### src/rtl/fifo_wr_arbiter.sv
// fifo_wr_arbiter: round-robin, burst-locking arbiter sharing one FIFO write
// port among NUM_REQ valid/ready requesters. A grant is held for a whole
// burst, which ends on req_last or at MAX_BURST beats. Priority then rotates.
//
// Handshake: a beat moves on any cycle where valid and ready are both high.
// This holds for each requester (req_val/req_rdy) and for the FIFO side
// (out_val/out_rdy). Ready never depends on the valid of the same channel.
// Valid may drop at any time, and the grant is kept while it is low.
module fifo_wr_arbiter #(
    parameter int NUM_REQ   = 4,
    parameter int WIDTH     = 8,
    parameter int MAX_BURST = 16,
    localparam int IW = (NUM_REQ > 1) ? $clog2(NUM_REQ) : 1,
    localparam int CW = $clog2(MAX_BURST + 1)
) (
    input  logic                     clk,
    input  logic                     rst,
    input  logic [NUM_REQ-1:0]       req_val,
    input  logic [NUM_REQ*WIDTH-1:0] req_data,
    input  logic [NUM_REQ-1:0]       req_last,
    output logic [NUM_REQ-1:0]       req_rdy,
    output logic                     out_val,
    output logic [WIDTH-1:0]         out_data,
    output logic                     out_last,
    input  logic                     out_rdy,
    output logic                     grant_val,
    output logic [IW-1:0]            grant_idx,
    output logic                     burst_trunc,
    output logic                     dbg_state,
    output logic [CW-1:0]            dbg_beat_cnt
);

    typedef enum logic {IDLE = 1'b0, BUSY = 1'b1} state_t;

    localparam logic [CW-1:0] CAP = CW'(MAX_BURST - 1);

    state_t        state;
    logic [IW-1:0] last_grant;
    logic [CW-1:0] beat_cnt;

    logic          busy;
    logic          win_found;
    logic [IW-1:0] win_idx;
    logic [IW-1:0] cand;
    logic          xfer;

    // The grant is suppressed during reset, so no beat is accepted then.
    assign busy = (state == BUSY) && !rst;

    // Round-robin scan starting just after the previous grantee.
    always_comb begin
        win_found = 1'b0;
        win_idx   = '0;
        cand      = '0;
        for (int k = 1; k <= NUM_REQ; k++) begin
            cand = IW'((int'(last_grant) + k) % NUM_REQ);
            if (!win_found && req_val[cand]) begin
                win_found = 1'b1;
                win_idx   = cand;
            end
        end
    end

    // Combinational data path from the granted requester to the FIFO port.
    always_comb begin
        out_data    = req_data[int'(grant_idx)*WIDTH +: WIDTH];
        out_val     = busy && req_val[grant_idx];
        out_last    = busy && (req_last[grant_idx] || (beat_cnt == CAP));
        grant_val   = busy;
        xfer        = out_val && out_rdy;
        burst_trunc = xfer && out_last && !req_last[grant_idx];
        for (int i = 0; i < NUM_REQ; i++) begin
            req_rdy[i] = busy && out_rdy && (grant_idx == IW'(i));
        end
    end

    assign dbg_state    = (state == BUSY);
    assign dbg_beat_cnt = beat_cnt;

    // Grant FSM: arbitrate in IDLE, then count beats in BUSY until the burst ends.
    always_ff @(posedge clk) begin
        if (rst) begin
            state      <= IDLE;
            last_grant <= IW'(NUM_REQ - 1);
            grant_idx  <= '0;
            beat_cnt   <= '0;
        end else begin
            case (state)
                IDLE: begin
                    if (win_found) begin
                        grant_idx <= win_idx;
                        beat_cnt  <= '0;
                        state     <= BUSY;
                    end
                end
                BUSY: begin
                    if (xfer) begin
                        if (out_last) begin
                            last_grant <= grant_idx;
                            beat_cnt   <= '0;
                            state      <= IDLE;
                        end else begin
                            beat_cnt <= beat_cnt + 1'b1;
                        end
                    end
                end
                default: state <= IDLE;
            endcase
        end
    end

endmodule

### config.mk
export PLATFORM = sky130hd
export DESIGN_NAME = fifo_wr_arbiter
export DESIGN_NICKNAME = d
export VERILOG_FILES = /design/src/rtl/fifo_wr_arbiter.sv
export SDC_FILE = /design/constraint.sdc
export NUM_CORES = 1
export LEC_CHECK = 0
export CORE_MARGIN = 10
export CORE_UTILIZATION = 30
export DETAILED_ROUTE_END_ITERATION = 12
export GPL_TIMING_DRIVEN = 0
export PLACE_DENSITY = 0.72
export SKIP_LAST_GASP = 1
export SYNTH_ARGS = -nofsm -noshare
export SYNTH_HDL_FRONTEND = slang
export SYNTH_SLANG_ARGS = --single-unit
### constraint.sdc
create_clock -name clk -period 2.8 [get_ports clk]
set_input_delay 0.84 -clock clk [delete_from_list [all_inputs] [get_ports clk]]
set_output_delay 0.84 -clock clk [all_outputs]
set_load 0.03 [all_outputs]
==> impl_metrics.csv <==
group,metric,value,unit
route,drt_wl_total,3.700,mm
route,wirelength_met1,1.434,mm
placed_design,dpl-instance-area,1632,µm²
clocking,numCtsBuffers,3,
synthesis,synthTopCellsByCount,"nor2_1, dfxtp_1, mux4_2",
finish,syn2layout_area_growth,84.00,%
floorplanning,ioPinCount,67,
route,via_count,1073,
power_and_ir_drop,clockPowerShare,23.6,%
timing,whs,0.5284,ns
critical_path,max_stage_delay,0.56,ns
power_and_ir_drop,pwr-share-seq,27.2,%
power_and_ir_drop,power_density,341.9,nW/µm²
placed_design,hpwl,3.022,mm
route,avgViaCountPerCell,5.260,
route,wl_met2,1.891,mm
clocking,cts_tree,"done",
clocking,root_buffer,"clkbuf_4",
grt,grt_pass1_vias,1111,
synthesis,synth_top_area_share,22.34,%
clocking,htreeDepth,1,
synthesis,syn_inst,96,
grt,grt_max_degree,11,
synthesis,synthArstFlopShare,0,%
clocking,clock_path_buffers,2,
route,drt.antenna.violating_nets,0,
floorplanning,die_w,74.99,µm
critical_path,critPathMaxFanout,3,
synthesis,synth_cell_types,34,
power_and_ir_drop,swShare,35.84,%
route,maxUsedRoutingLayer,"met4",
synthesis,syn_avg_cell_area,9.449,µm²
run_status,status,"finished, final reports clean",
route,dr.pass1.iters,4,
route,dr.first_iter.drc_count,15,
critical_path,cp_data_arrival_time,1.94,ns
critical_path,path_class,"primary input to output port",
synthesis,synth_top_area_cell,"mux4_2",
synthesis,synth_area_leaders,"mux4_2, dfxtp_1, nor2_1",
timing,tightest_slew,0.4540,ns
hold_path,min_path_type,"flop to flop",
placed_design,portBuffers,66,
timing,period_share,99.31,%
route,route.met3.wl,360,µm
clocking,insertion_delay,0.27,ns
finish,fin_area,1669,µm²
placed_design,gp_congestion,0.7918,
finish,final_cells,204,
finish,drive_gt1_share,35.84,%
timing,relSlewSlack,69.73,%
synthesis,yosysWarnings,0,
clocking,clkTransAtPathRegs,0.07,ns
timing,fin_skew,0.004462,ns
finish,nFillCells,279,
timing,period_needed,2.781,ns
synthesis,yosysSeqAreaShare,22.07,%
timing,fmax,359.6,MHz
power_and_ir_drop,power_leakage,0.6844,nW
timing,report.final.hold_viol_count,0,
critical_path,cpMaxStageDelayCell,"mux4_2",
synthesis,synth_area,907.1,µm²
critical_path,required,1.96,ns
power_and_ir_drop,ir_worst_vdd,241.3,µV
clocking,clkSinkCount,10,
grt,antenna_found_initial,0,
floorplanning,die_height,74.99,µm
route,drc_errors,0,
critical_path,cp_cell_sequence,"buf_2 -> mux4_2 -> o211ai_4 -> nor2_1 -> buf_4",
synthesis,synth_flop_cell,"dfxtp_1",
placed_design,dp_slack,-0.8607,ns
timing,finalSetupViolations,0,
synthesis,synth_fp_nets,141,
timing,layout_setup_ws,0.01920,ns
power_and_ir_drop,switching_power,204.6,µW
grt,grtUsageTotal,12.72,%
critical_path,end_kind,"output port",
power_and_ir_drop,p_int,366.1,µW
power_and_ir_drop,pwr-share-comb,49.3,%
floorplanning,row_count,19,
floorplanning,initial_utilization,32.07,%
synthesis,synth.most_common_cell,"nor2_1",
timing,slew_violations,0,
synthesis,ys_seq_elements,10,
flow_run,maxCapViolations,0,
synthesis,synth-edff-count,0,
finish,antenna_cells,0,
placed_design,dp_cells,193,
grt,grt_first_pass_wirelength,5.664,mm
floorplanning,design.core.area,2829,µm²
grt,overflow,0,
route,wl_per_cell,18.14,µm
finish,layout.nets,219,
clocking,cts_hold_buf,0,
critical_path,worst_setup_path_start_kind,"primary input",
floorplanning,fp.dieArea,5624,µm²
==> critical path, delay by kind of cell <==
kind	cells	cell delay, ns
mux	1	0.56
buf+inv	2	0.26
compound gates	1	0.22
simple gates	1	0.06
==> cell families (layout without fill, tap and decap cells) <==
group	count (synthesis)	in the layout	share of synthesized area, %
compound gates	19	19	18.35
fa+ha+maj	2	2	2.758
buf+inv	13	90	6.620
flops	10	10	22.07
mux	11	11	26.34
simple gates	41	41	23.86
==> cell type report <==
type,count,area [µm²],share of cell area [%]
plain buffers,8,57.56,3.448
clock buffers,4,36.28,2.174
inverters,5,18.77,1.124
multi-input cells,73,696.9,41.75
flip-flops and latches,10,200.2,11.99
well taps,31,38.79,2.324
repair buffers,73,620.6,37.18
==> flip-flops by register name, summed over array words and instances, names as in the netlist <==
| signal | cells |
|---|---|
| dbg_beat_cnt | 5 |
| dbg_state | 1 |
| grant_idx | 2 |
| last_grant | 2 |
==> metal layers <==
layer  GRT usage (%)  vias up
met5               0        -
met4           1.891        0
met3           4.074        2
met2           23.62       44
met1           13.98      504
li1                -      523
==> stage by stage <==
step / util [%] / power (mW) / setup TNS, ns
finish: 59.00 / 0.5707 / 0
detailed placement: 57.67 / 0.4449 / -8.246
CTS: 59.13 / 0.5738 / -0.003386
global route: 59.00 / 0.6028 / -0.0003149
floorplan: - / 0.3136 / -0.005689
global placement: 57.67 / 0.4410 / -8.085
==> cell usage in the layout (no fill, tap or decap), types with 5 or more instances in the layout <==
master,netlist,layout
a21oi_1,6,6
buf_2,3,18
buf_4,0,11
clkdlybuf4s50_1,0,40
dfxtp_1,10,10
inv_1,5,5
mux4_2,9,9
nand2_1,6,5
nor2_1,13,12
==> power by group through the flow <==
stage	logic, mW	registers, mW	clock network [mW]
floorplan	0.144	0.170	0
global placement	0.283	0.158	0
detailed placement	0.286	0.159	0
CTS	0.283	0.155	0.135
global route	0.300	0.156	0.147
finish	0.281	0.155	0.134
==> final timing paths <==
check | start | end | slack [ns] | cells past startpoint
setup / recovery | req_last[3] | burst_trunc | 0.02 | 5
hold / removal | dbg_beat_cnt[1]$_SDFFE_PP0P_ | dbg_beat_cnt[1]$_SDFFE_PP0P_ | 0.53 | 2
setup reg to reg | grant_idx[1]$_SDFFE_PP0P_ | dbg_beat_cnt[2]$_SDFFE_PP0P_ | 0.93 | 6
hold reg to reg | dbg_beat_cnt[1]$_SDFFE_PP0P_ | dbg_beat_cnt[1]$_SDFFE_PP0P_ | 0.53 | 2
==> repair_timing <==
item,4_1_cts,5_1_grt
pin swaps,6,2
setup buffers,6,1
setup endpoints to repair,16,2
resized for setup,119,2
endpoints found under the hold margin,0,0
Note: power is estimated with default switching activity, not from simulation.
